<file path="config.mk">
export PLATFORM = sky130hd
export DESIGN_NAME = search_best_mv_tracker
export DESIGN_NICKNAME = d
export VERILOG_FILES = /design/src/rtl/search_best_mv_tracker.sv
export SDC_FILE = /design/constraint.sdc
export NUM_CORES = 1
export LEC_CHECK = 0
export ABC_AREA = 1
export BUFFER_PORTS_ARGS = -buffer_cell sky130_fd_sc_hd__buf_2
export CAP_MARGIN = 30
export CORE_ASPECT_RATIO = 0.8
export CORE_MARGIN = 2
export CORE_UTILIZATION = 51
export CTS_BUF_LIST = sky130_fd_sc_hd__clkbuf_8
export DETAILED_ROUTE_END_ITERATION = 6
export HOLD_SLACK_MARGIN = 0.08
export PLACE_DENSITY_LB_ADDON = 0.3
export SLEW_MARGIN = 40
export SYNTH_ARGS = -nofsm -noshare
export SYNTH_HDL_FRONTEND = slang
export SYNTH_SLANG_ARGS = --single-unit
</file>
<file path="constraint.sdc">
create_clock -name clk -period 3.1 [get_ports clk]
set_input_delay 0.31 -clock clk [delete_from_list [all_inputs] [get_ports clk]]
set_output_delay 0.31 -clock clk [all_outputs]
set_load 0.005 [all_outputs]
</file>
<file path="src/rtl/search_best_mv_tracker.sv">
// Tracks the per-partition minimum SAD and its motion vector over a
// row-fast SR_COLS x SR_ROWS search window, with optional early exit.
//
// Ports:
//   clk, rst              clock, synchronous active-high reset
//   start, abort          begin a search (IDLE only) / cancel (SEARCH, HOLD)
//   cfg_early_en/_thr     early-termination config, latched at start
//   sad_valid/sad_ready   SAD vector handshake, sad_in[p*SAD_W +: SAD_W]
//   search_*_count        candidate position expected on the next beat
//   busy                  high while in SEARCH or HOLD
//   res_valid/res_ready   result handshake
//   best_sad/col/row      per-partition minimum and its position
//   early_term            result ended by early termination
module search_best_mv_tracker #(
    parameter int NUM_PART = 4,
    parameter int SAD_W    = 16,
    parameter int SR_COLS  = 32,
    parameter int SR_ROWS  = 64,
    parameter int COL_W    = 5,
    parameter int ROW_W    = 7
) (
    input  logic                      clk,
    input  logic                      rst,
    input  logic                      start,
    input  logic                      abort,
    input  logic                      cfg_early_en,
    input  logic [SAD_W-1:0]          cfg_early_thr,
    input  logic                      sad_valid,
    output logic                      sad_ready,
    input  logic [NUM_PART*SAD_W-1:0] sad_in,
    output logic [COL_W-1:0]          search_column_count,
    output logic [ROW_W-1:0]          search_row_count,
    output logic                      busy,
    output logic                      res_valid,
    input  logic                      res_ready,
    output logic [NUM_PART*SAD_W-1:0] best_sad,
    output logic [NUM_PART*COL_W-1:0] best_col,
    output logic [NUM_PART*ROW_W-1:0] best_row,
    output logic                      early_term
);

    localparam logic [1:0] S_IDLE   = 2'd0;
    localparam logic [1:0] S_SEARCH = 2'd1;
    localparam logic [1:0] S_HOLD   = 2'd2;

    localparam logic [COL_W-1:0] COL_LAST = COL_W'(SR_COLS - 1);
    localparam logic [ROW_W-1:0] ROW_LAST = ROW_W'(SR_ROWS - 1);

    logic [1:0]                  state_q, state_d;
    logic [COL_W-1:0]            col_q, col_d, col_nxt;
    logic [ROW_W-1:0]            row_q, row_d, row_nxt;
    logic [NUM_PART*SAD_W-1:0]   best_sad_q, best_sad_d, upd_sad;
    logic [NUM_PART*COL_W-1:0]   best_col_q, best_col_d, upd_col;
    logic [NUM_PART*ROW_W-1:0]   best_row_q, best_row_d, upd_row;
    logic                        early_q, early_d;
    logic                        en_q, en_d;
    logic [SAD_W-1:0]            thr_q, thr_d;
    logic                        accept;
    logic                        last_cand;
    logic                        all_below;

    // abort wins over a beat offered in the same cycle
    assign accept    = (state_q == S_SEARCH) && sad_valid && !abort;
    assign last_cand = (col_q == COL_LAST) && (row_q == ROW_LAST);

    // row-fast scan: row wraps first, then the column steps
    always_comb begin
        row_nxt = (row_q == ROW_LAST) ? '0 : row_q + 1'b1;
        col_nxt = col_q;
        if (row_q == ROW_LAST) begin
            col_nxt = (col_q == COL_LAST) ? '0 : col_q + 1'b1;
        end
    end

    // strict compare keeps the earlier candidate on ties; the early-exit
    // test looks at the minima after this beat's update
    always_comb begin
        upd_sad   = best_sad_q;
        upd_col   = best_col_q;
        upd_row   = best_row_q;
        all_below = 1'b1;
        for (int p = 0; p < NUM_PART; p++) begin
            if (sad_in[p*SAD_W +: SAD_W] < best_sad_q[p*SAD_W +: SAD_W]) begin
                upd_sad[p*SAD_W +: SAD_W] = sad_in[p*SAD_W +: SAD_W];
                upd_col[p*COL_W +: COL_W] = col_q;
                upd_row[p*ROW_W +: ROW_W] = row_q;
            end
            if (!(upd_sad[p*SAD_W +: SAD_W] < thr_q)) begin
                all_below = 1'b0;
            end
        end
    end

    always_comb begin
        state_d    = state_q;
        col_d      = col_q;
        row_d      = row_q;
        best_sad_d = best_sad_q;
        best_col_d = best_col_q;
        best_row_d = best_row_q;
        early_d    = early_q;
        en_d       = en_q;
        thr_d      = thr_q;
        unique case (state_q)
            S_IDLE: begin
                if (start) begin
                    en_d       = cfg_early_en;
                    thr_d      = cfg_early_thr;
                    best_sad_d = '1;
                    best_col_d = '0;
                    best_row_d = '0;
                    col_d      = '0;
                    row_d      = '0;
                    early_d    = 1'b0;
                    state_d    = S_SEARCH;
                end
            end
            S_SEARCH: begin
                if (abort) begin
                    state_d = S_IDLE;
                end else if (accept) begin
                    best_sad_d = upd_sad;
                    best_col_d = upd_col;
                    best_row_d = upd_row;
                    col_d      = col_nxt;
                    row_d      = row_nxt;
                    if (en_q && all_below) begin
                        early_d = 1'b1;
                        state_d = S_HOLD;
                    end else if (last_cand) begin
                        state_d = S_HOLD;
                    end
                end
            end
            S_HOLD: begin
                if (abort || res_ready) begin
                    state_d = S_IDLE;
                end
            end
            default: state_d = S_IDLE;
        endcase
    end

    always_ff @(posedge clk) begin
        if (rst) begin
            state_q    <= S_IDLE;
            col_q      <= '0;
            row_q      <= '0;
            best_sad_q <= '1;
            best_col_q <= '0;
            best_row_q <= '0;
            early_q    <= 1'b0;
            en_q       <= 1'b0;
            thr_q      <= '0;
        end else begin
            state_q    <= state_d;
            col_q      <= col_d;
            row_q      <= row_d;
            best_sad_q <= best_sad_d;
            best_col_q <= best_col_d;
            best_row_q <= best_row_d;
            early_q    <= early_d;
            en_q       <= en_d;
            thr_q      <= thr_d;
        end
    end

    assign sad_ready           = (state_q == S_SEARCH);
    assign busy                = (state_q != S_IDLE);
    assign res_valid           = (state_q == S_HOLD);
    assign search_column_count = col_q;
    assign search_row_count    = row_q;
    assign best_sad            = best_sad_q;
    assign best_col            = best_col_q;
    assign best_row            = best_row_q;
    assign early_term          = early_q;

endmodule
</file>
==> reports/metrics.yaml, run 1 <==
run_status:
  status: "complete, but fails checks"
  failed_checks: "negative setup slack"
timing:
  max_freq_ghz: 0.304
  period_minus_slack_ns: 3.29
  fin_ws_ns: -0.194
  whs_ns: 0.116
  min_period_over_period_pct: 106
  hold_viol_final: 0
  rsz0062_at_grt: "true"
  slew_headroom_pct: 59.1
  setup_viol: 3
  setup_tns_ns: -0.462
  finalMaxSlewViolations: 0
  clock_skew_ns: 0.0113
  worst_slew_pin_slew_ns: 0.613
cts:
  clk_pin_slew_ns: 0.09
  cts_root_buffer: "clkbuf_8"
  cts_buffer_depth: 2
  cts_tree: "yes"
  htreeDepth: 4
  cts.sinks: 144
  clock_latency_ns: 0.46
  cts_made_buffers: 17
  cts_hold_buffers: 0
route:
  drcViolationCount: 0
  vias_per_cell: 5.52
  drt_iter0_drc: 762
  antenna_left: 0
  route.final.wire_length_um: 29600
  wl_per_cell_um: 17.0
  vias: 9634
  first_pass_iters: 6
cells_and_area:
  num_antenna_cells: 0
  fill_cells: 1338
  final_common_cell: "nand2_1"
  stdcell_count: 1745
  drive_gt1_share_pct: 35.8
  area_delta_synth_final_pct: 36.6
  mostFrequentLayoutCells: "nand2_1 (297), buf_2 (214), a21oi_1 (129), inv_1 (120), dfxtp_1 (103)"
  finish.utilization_pct: 71.8
  nets: 1724
placed_design:
  portBuffers: 214
  dpl.cell_count: 1700
  hpwl_um: 20100
  gp_congestion: 0.934
global_route:
  grt_overflow: 0
  grt_pass1_vias: 8506
  grt_pass1_wl_um: 41900
  track_usage_pct: 29.2
  antenna_found_initial: 0
  grt_max_degree: 53
power_and_ir_drop:
  p_int_w: 0.00396
  p_switching_w: 0.00244
  power.share.clock_pct: 25.6
  leakagePower_nw: 5.71
  seqPwrFrac_pct: 33.3
  total_power_w: 0.00640
  vdd_drop_max_uv: 404
  powerDensity_mw_per_mm2: 533
  swShare_pct: 38.2
  comb_power_share_pct: 41.1
worst_hold_path:
  min_path_type: "primary input to register"
yosys:
  syn_area_mm2: 0.00878
  yosys_register_bits: 144
  synth_nets: 1452
  yosysWarnings: 0
  ys_types: 34
  synth.avg_cell_area_um2: 7.07
  syn_inst: 1242
  ys_seq_area_share_pct: 32.8
floorplan:
  dieArea_mm2: 0.0183
  ios: 215
  die_x_um: 151
  initial_utilization_pct: 52.5
  num_rows: 42
  die_height_um: 121
  core_area_mm2: 0.0167
setup_path:
  critical_path_class: "register to register"
  cp_max_fo: 5
  crit_arrival_ns: 3.65
  required_ns: 3.46
  cp-end-kind: "register"
  startpoint_type: "register"
job:
  cap_violations: 0
-- stage by stage --
step,setup WS [ns],instance area (um2)
final,-0.194,12000
after global routing,-0.318,12000
after CTS,0.00348,11100
after detailed placement,-0.224,10500
after global placement,-0.106,10500
after floorplan,0.00898,8800
-- power groups by stage --
stage                     logic [W]  clock network, W  registers [W]
after floorplan             0.00135                 0        0.00215
after global placement      0.00210                 0        0.00214
after detailed placement    0.00215                 0        0.00214
after CTS                   0.00222           0.00165        0.00210
after global routing        0.00290           0.00173        0.00214
final                       0.00263           0.00164        0.00213
-- cell type report --
type	count	area, um2	share of cell area (%)
multi-input combinational	895	5960	49.7
sequential	144	2930	24.5
timing repair buffer	305	1840	15.3
inverter	151	572	4.77
tap	220	275	2.29
clock buffer	18	248	2.07
clock inverter	12	168	1.40
-- per-layer routing --
metal  global-route usage [%]  vias up  wire [um]
met5                        0        -          0
met4                     9.52        0        971
met3                     5.98       75       2360
met2                     45.0      423      13200
met1                     40.7     4462      13000
li1                         -     4674          -
-- flip-flops by register name, summed over array words and instances (netlist names) --
signal	flops
early_term	1
search_row_count	7
state_q	2
best_col	20
search_column_count	5
thr_q	16
best_row	28
best_sad	64
en_q	1
-- cells in the mapped netlist (all sizes together) --
library cell	instances	area share, %
inv	150	6.4
o21bai	1	0.086
o21ai	66	3.8
o221ai	1	0.10
or2	1	0.071
a221oi	1	0.10
a21oi	172	9.8
nand4	8	0.57
o211ai	45	3.8
o2111ai	1	0.10
xor2	1	0.10
nor2	102	4.7
o21a	3	0.26
clkbuf	34	1.5
a211oi	9	0.77
nor3	17	0.97
nor4	3	0.21
buf	19	0.97
nand3	21	1.2
a31oi	2	0.14
dfxtp	144	33
and2	3	0.21
nand2	314	14
ha	123	18
clkinv	1	0.043
-- timing repair --
action / 4_1_cts / 5_1_grt
pin swaps: 13 / 47
cloned: 1 / 1
resized for setup: 44 / 191
setup endpoints to repair: 3 / 3
setup buffers: 1 / 12
-- kinds of logic after synthesis --
kind of cell | Yosys count | share of synthesized area (%)
and+or+nand+nor | 469 | 21.7
xor gates and xnor gates | 1 | 0.0998
buffers and inverters | 204 | 8.88
AOI/OAI and AO/OA | 301 | 19.0
adders and majority gates | 123 | 17.5
DFF | 144 | 32.8
-- worst max-delay path, stage by stage, from the launching register on --
cell       delay [ns]
dfxtp_2          0.33
inv_2            0.10
ha_4             0.23
a21oi_2          0.13
nor2_1           0.04
nor3_1           0.16
nand2_1          0.11
nand2_2          0.12
nand2_4          0.09
buf_8            0.14
nor2_2           0.10
a21oi_2          0.06
ha_1             0.31
nand2_1          0.09
o21ai_1          0.20
nand4_1          0.18
o21ai_1          0.14
inv_1            0.06
o2111ai_1        0.08
a21oi_1          0.07
nand3_1          0.12
buf_4            0.12
nor2_1           0.03
o21a_1           0.17
-- path summary, 6_finish.rpt --
kind                                   start            to  slack (ns)  cells after the start
worst max-delay path            best_sad[21]    early_term       -0.19                     23
worst min-delay path              sad_in[52]  best_sad[52]        0.12                      3
worst max register to register  best_sad[21]    early_term       -0.19                     23
worst min register to register  best_col[16]  best_col[16]        0.46                      2
No activity file was read; power rests on OpenSTA's default activity.
==> run 2: changes to the inputs <==
--- a/config.mk
+++ b/config.mk
@@ -10,7 +10,7 @@
 export CAP_MARGIN = 30
 export CORE_ASPECT_RATIO = 0.8
 export CORE_MARGIN = 2
-export CORE_UTILIZATION = 51
+export CORE_UTILIZATION = 60
 export CTS_BUF_LIST = sky130_fd_sc_hd__clkbuf_8
 export DETAILED_ROUTE_END_ITERATION = 6
 export HOLD_SLACK_MARGIN = 0.08
==> constraint.sdc (replaced) <==
create_clock -name clk -period 4.2 [get_ports clk]
set_input_delay 0.42 -clock clk [delete_from_list [all_inputs] [get_ports clk]]
set_output_delay 0.42 -clock clk [all_outputs]
set_load 0.005 [all_outputs]
==> run 2 against run 1 <==
  * The flow finishes with violations (design-rule violations)
  * Utilization up 0.36 points
  * Combinational power down 44%
  * Global-route usage up 3.1 points
  * Sequential share of layout area up 3.5 points
  * Hold slack better by 0.097 ns
  * Routed wire length down 14%
  * Register-to-register slack better by 0.83 ns
  * Clock-buffer cell count unchanged
  * Critical path type unchanged
==> reports/metrics.yaml, run 2 (same netlist as run 1, synthesis figures left out) <==
run_status:
  status: "complete, but fails checks"
  failed_checks: "design-rule violations"
timing:
  whs_ns: 0.213
  clock_skew_ns: 0.0101
  setup_tns_ns: 0
  setup_viol: 0
  worst_slew_pin_slew_ns: 0.825
  min_period_over_period_pct: 84.8
  max_freq_ghz: 0.281
  hold_viol_final: 0
  period_minus_slack_ns: 3.56
  finalMaxSlewViolations: 0
  slew_headroom_pct: 45.0
  rsz0062_at_grt: "false"
route:
  antenna_left: 0
  route.final.wire_length_um: 25400
  drt_iter0_drc: 771
  vias_per_cell: 5.57
  drcViolationCount: 1
  vias: 9058
  first_pass_iters: 7
  wl_per_cell_um: 15.6
global_route:
  antenna_found_initial: 1
  grt_pass1_wl_um: 40500
  grt_max_degree: 81
  grt_pass1_vias: 8201
  grt_overflow: 0
  track_usage_pct: 32.3
placed_design:
  placed_area_mm2: 0.00992
  portBuffers: 214
  hpwl_um: 18600
  dpl.cell_count: 1593
  gp_congestion: 0.917
floorplan:
  core_area_mm2: 0.0143
  num_rows: 39
  ios: 215
  initial_utilization_pct: 61.4
  die_x_um: 139
  dieArea_mm2: 0.0156
  die_height_um: 112
setup_path:
  crit_family: "simple AND/OR/NAND/NOR gates"
  startpoint_type: "register"
  cpPeakStageDelay_ns: 0.36
  crit_path_cell_trace: "inv_1 > ha_1 > nand2_1 > clkinv_1 > o21ai_1 > nand2_1 > nor2_1 > nand2_1 > a21oi_1 > ha_1 > a221oi_1 > nand4_1 > nor3_1 > o2111ai_1 > a21oi_1 > nand3_1 > nand2_1 > nand3_1 > nand2_1 > inv_1"
  cp-end-kind: "register"
  required_ns: 4.58
  path_depth: 20
  r2r.worst_path.cells: 20
  crit_arrival_ns: 3.94
  cp_max_fo: 17
  cp.buffers_inverters: 3
  crit_path_frequent_cell: "nand2_1"
  crit_path_end: "state_q[0]"
  critical_path_class: "register to register"
  r2r_end: "state_q[0]"
  startpoint: "best_sad[31]"
  rrSetupSlack_ns: 0.64
  critPathSlowestCell: "dfxtp_1"
  r2r_start: "best_sad[31]"
cts:
  cts_hold_buffers: 0
  htreeDepth: 4
  cts_buffer_depth: 2
  cts.sinks: 144
  post_cts_buffers: 0
  cts_root_buffer: "clkbuf_8"
  cts_made_buffers: 17
  ctsResizeCount: 0
  clk_pin_slew_ns: 0.09
  cts_tree: "yes"
  clock_latency_ns: 0.47
cells_and_area:
  stdcell_count: 1625
  area_delta_synth_final_pct: 17.5
  fin_area_mm2: 0.0103
  finish.utilization_pct: 72.1
  drive_gt1_share_pct: 18.8
  mostFrequentLayoutCells: "nand2_1 (307), buf_2 (213), a21oi_1 (171), inv_1 (144), dfxtp_1 (144)"
  largest_register_ffs: 64
  nets: 1638
  fill_cells: 1201
  final_common_cell: "nand2_1"
worst_hold_path:
  min_path_type: "primary input to register"
  hold_start: "sad_in[60]"
power_and_ir_drop:
  powerDensity_mw_per_mm2: 401
  leakagePower_nw: 5.27
  vdd_drop_max_uv: 243
job:
  cap_violations: 0
## run 2: worst min path at each step
stage / to / slack, ns / depth (start not counted)
5_1_grt: best_sad[60] / 0.22 / 3
2_1_floorplan: en_q / 0.42 / 2
4_1_cts: best_sad[58] / 0.20 / 3
3_3_place_gp: en_q / 0.44 / 2
6_report: best_sad[60] / 0.21 / 3
3_5_place_dp: best_col[1] / 0.45 / 2
## run 2: where the power goes
part	internal (W)	switching, W	total (W)
registers	0.00148	0.0000725	0.00156
clock network	0.000540	0.000578	0.00112
logic	0.000502	0.000961	0.00146
total	0.00253	0.00161	0.00414
## run 2: worst reg2reg max path: cells and delay by family (launching register included)
| family | cells | cell delay, ns |
|---|---|---|
| compound gates | 5 | 1.04 |
| fa+ha+maj | 2 | 0.60 |
| buf+inv | 3 | 0.19 |
| flops | 1 | 0.36 |
| simple gates | 10 | 1.28 |
## run 2: cell type report
class	count	area, um2	area share [%]
antenna	1	2.50	0.0243
clock buffer	18	248	2.40
clock inverter	13	138	1.33
inverter	151	567	5.49
multi-input combinational	894	5130	49.7
sequential	144	2880	27.9
tap	184	230	2.23
timing repair buffer	220	1120	10.8
## run 2: metal layers
layer | vias up | GRT usage, % | wire, um | share of wire [%]
met4 | 0 | 10.5 | 642 | 2.5
met2 | 436 | 48.6 | 10900 | 43
met5 | - | 0 | 0 | 0
met3 | 47 | 6.27 | 2270 | 8.9
li1 | 4498 | - | - | -
met1 | 4077 | 46.8 | 11600 | 46
## run 2: per-stage QoR
| stage | power [W] | setup slack (ns) |
|---|---|---|
| 3_3_place_gp | 0.00296 | 0.712 |
| 3_5_place_dp | 0.00301 | 0.604 |
| 4_1_cts | 0.00412 | 0.663 |
| 2_1_floorplan | 0.00257 | 0.900 |
| 6_report | 0.00414 | 0.638 |
| 5_1_grt | 0.00441 | 0.192 |
==> run 3: changes to the inputs <==
--- a/config.mk
+++ b/config.mk
@@ -10,7 +10,7 @@
 export CAP_MARGIN = 30
 export CORE_ASPECT_RATIO = 0.8
 export CORE_MARGIN = 2
-export CORE_UTILIZATION = 60
+export CORE_UTILIZATION = 51
 export CTS_BUF_LIST = sky130_fd_sc_hd__clkbuf_8
 export DETAILED_ROUTE_END_ITERATION = 6
 export HOLD_SLACK_MARGIN = 0.08
==> constraint.sdc (replaced) <==
create_clock -name clk -period 2.9 [get_ports clk]
set_input_delay 0.29 -clock clk [delete_from_list [all_inputs] [get_ports clk]]
set_output_delay 0.29 -clock clk [all_outputs]
set_load 0.005 [all_outputs]
==> run 3 against run 2 <==
  * The flow finishes with violations (negative setup slack)
  * Die area up 17%
  * Setup slack got worse by 1.0 ns
  * Sequential share of layout area is 4.8 points lower
  * First-iteration DRC count is 16% higher
  * Non-clock buffer count increased by 189
  * Critical path depth increased by 2
  * Clock skew is 0.012 ns higher
  * Critical path type unchanged
  * Highest routed layer is now met5
==> reports/metrics.yaml, run 3 (same netlist as run 1, synthesis figures left out) <==
run_status:
  status: "complete, but fails checks"
  failed_checks: "negative setup slack"
cells_and_area:
  nets: 1829
  multiInputGateArea_mm2: 0.00582
  fill_cells: 1215
  area_delta_synth_final_pct: 43.8
  fin_area_mm2: 0.0126
  register_area_mm2: 0.00293
  final_common_cell: "nand2_1"
  finish.utilization_pct: 75.5
  drive_gt1_share_pct: 37.1
  mostFrequentLayoutCells: "nand2_1 (297), buf_2 (215), buf_4 (185), a21oi_1 (137), inv_1 (134)"
  largest_register_ffs: 64
  stdcell_count: 1853
cts:
  cts_made_buffers: 17
  htreeDepth: 4
  cts_buffer_depth: 2
  cts.sinks: 144
  clock_latency_ns: 0.47
  cts_tree: "yes"
  clk_pin_slew_ns: 0.10
  cts_root_buffer: "clkbuf_8"
route:
  drcViolationCount: 0
  route.final.wire_length_um: 30000
  antenna_left: 0
  wl_per_cell_um: 16.2
  first_pass_iters: 6
  drt_iter0_drc: 898
  vias: 10025
  vias_per_cell: 5.41
global_route:
  grt_overflow: 0
  track_usage_pct: 31.2
  grt_pass1_vias: 9060
  grt_pass1_wl_um: 44300
  antenna_found_initial: 2
  grt_max_degree: 83
timing:
  hold_viol_final: 0
  min_period_over_period_pct: 112
  finalMaxSlewViolations: 0
  fin_ws_ns: -0.361
  worst_slew_pin_slew_ns: 0.602
  slew_headroom_pct: 59.8
  period_minus_slack_ns: 3.26
  clock_skew_ns: 0.0217
  setup_tns_ns: -1.03
  max_freq_ghz: 0.307
  rsz0062_at_grt: "true"
  setup_viol: 3
placed_design:
  hpwl_um: 20300
  placed_area_mm2: 0.0113
  portBuffers: 214
  dpl.cell_count: 1794
  gp_congestion: 0.925
floorplan:
  num_rows: 42
  die_x_um: 151
  ios: 215
  core_area_mm2: 0.0167
  initial_utilization_pct: 52.5
  dieArea_mm2: 0.0183
  die_height_um: 121
setup_path:
  crit_path_cell_trace: "inv_2 > ha_4 > nand2_2 > o21bai_4 > a21oi_2 > nor2_2 > buf_6 > nand2_8 > nor2_4 > a21oi_2 > ha_1 > nand2_1 > nand2_1 > nor4_1 > nand4_1 > nor3_2 > o2111ai_2 > a21oi_2 > nand3_2 > nand2_2 > nand2_1 > a21oi_2"
  cpPeakStageDelay_ns: 0.36
  required_ns: 3.30
  critical_path_class: "register to register"
  crit_arrival_ns: 3.66
  cp_max_fo: 7
  crit_family: "simple AND/OR/NAND/NOR gates"
  critPathSlowestCell: "dfxtp_2"
  cp-end-kind: "register"
  startpoint_type: "register"
  crit_path_frequent_cell: "a21oi_2"
  cp.buffers_inverters: 2
power_and_ir_drop:
  total_power_w: 0.00697
  vdd_drop_max_uv: 335
  leakagePower_nw: 6.24
  powerDensity_mw_per_mm2: 552
worst_hold_path:
  min_path_type: "primary input to register"
job:
  cap_violations: 0
## run 3: changes by cell type in the layout (fill, tap and decap cells not counted), moves of 17 or more
| cell | before | now |
|---|---|---|
| a21oi_1 | 171 | 137 |
| a21oi_2 | 1 | 30 |
| buf_4 | 7 | 185 |
| dfxtp_1 | 144 | 110 |
| dfxtp_2 | 0 | 34 |
| ha_1 | 123 | 99 |
| ha_4 | 0 | 24 |
| nor2_1 | 96 | 79 |
## run 3: routing by layer
layer,part of all wire [%],GRT usage [%],vias up
li1,-,-,4876
met1,44,42.6,4592
met2,44,48.0,468
met3,8.8,6.28,87
met4,3.6,12.6,2
met5,0.040,0,-
## run 3: what timing repair did
action / CTS / global route
setup endpoints to repair: 3 / 14
gates cloned: 4 / 0
gates resized for setup: 98 / 71
setup buffers: 11 / 12
hold buffers: 0 / 0
pin swaps: 42 / 37
## run 3: metrics by stage
stage	setup slack, ns	hold WS [ns]
4_1_cts	-0.202	0.0832
6_report	-0.361	0.107
3_3_place_gp	-0.502	0.443
2_1_floorplan	-0.144	0.420
5_1_grt	-0.549	0.0995
3_5_place_dp	-0.592	0.445
## run 3: path summary, 6_finish.rpt
path / from / to / slack (ns) / cells after the start
worst min-delay path: sad_in[57] / best_sad[57] / 0.11 / 3
worst max register to register: best_sad[11] / state_q[1] / -0.36 / 22
worst max-delay path: best_sad[11] / state_q[1] / -0.36 / 22
worst min register to register: en_q / en_q / 0.46 / 2
## run 3: final cells by class
cell class / instances / area share, %
clock buffer: 17 / 1.85
clock inverter: 15 / 1.47
antenna: 1 / 0.0198
timing repair buffer: 409 / 20.7
tap: 220 / 2.18
inverter: 151 / 4.51
sequential: 144 / 23.2
multi-input combinational: 896 / 46.1
## run 3: tightest hold or removal path: stages
cell and delay (ns):
buf_2 0.11, inv_1 0.07, o21ai_1 0.06
## run 3: report_power, final
group	total [W]	switching (W)	internal [W]
combinational	0.00296	0.00170	0.00126
clock	0.00175	0.000890	0.000861
sequential	0.00226	0.0000967	0.00216
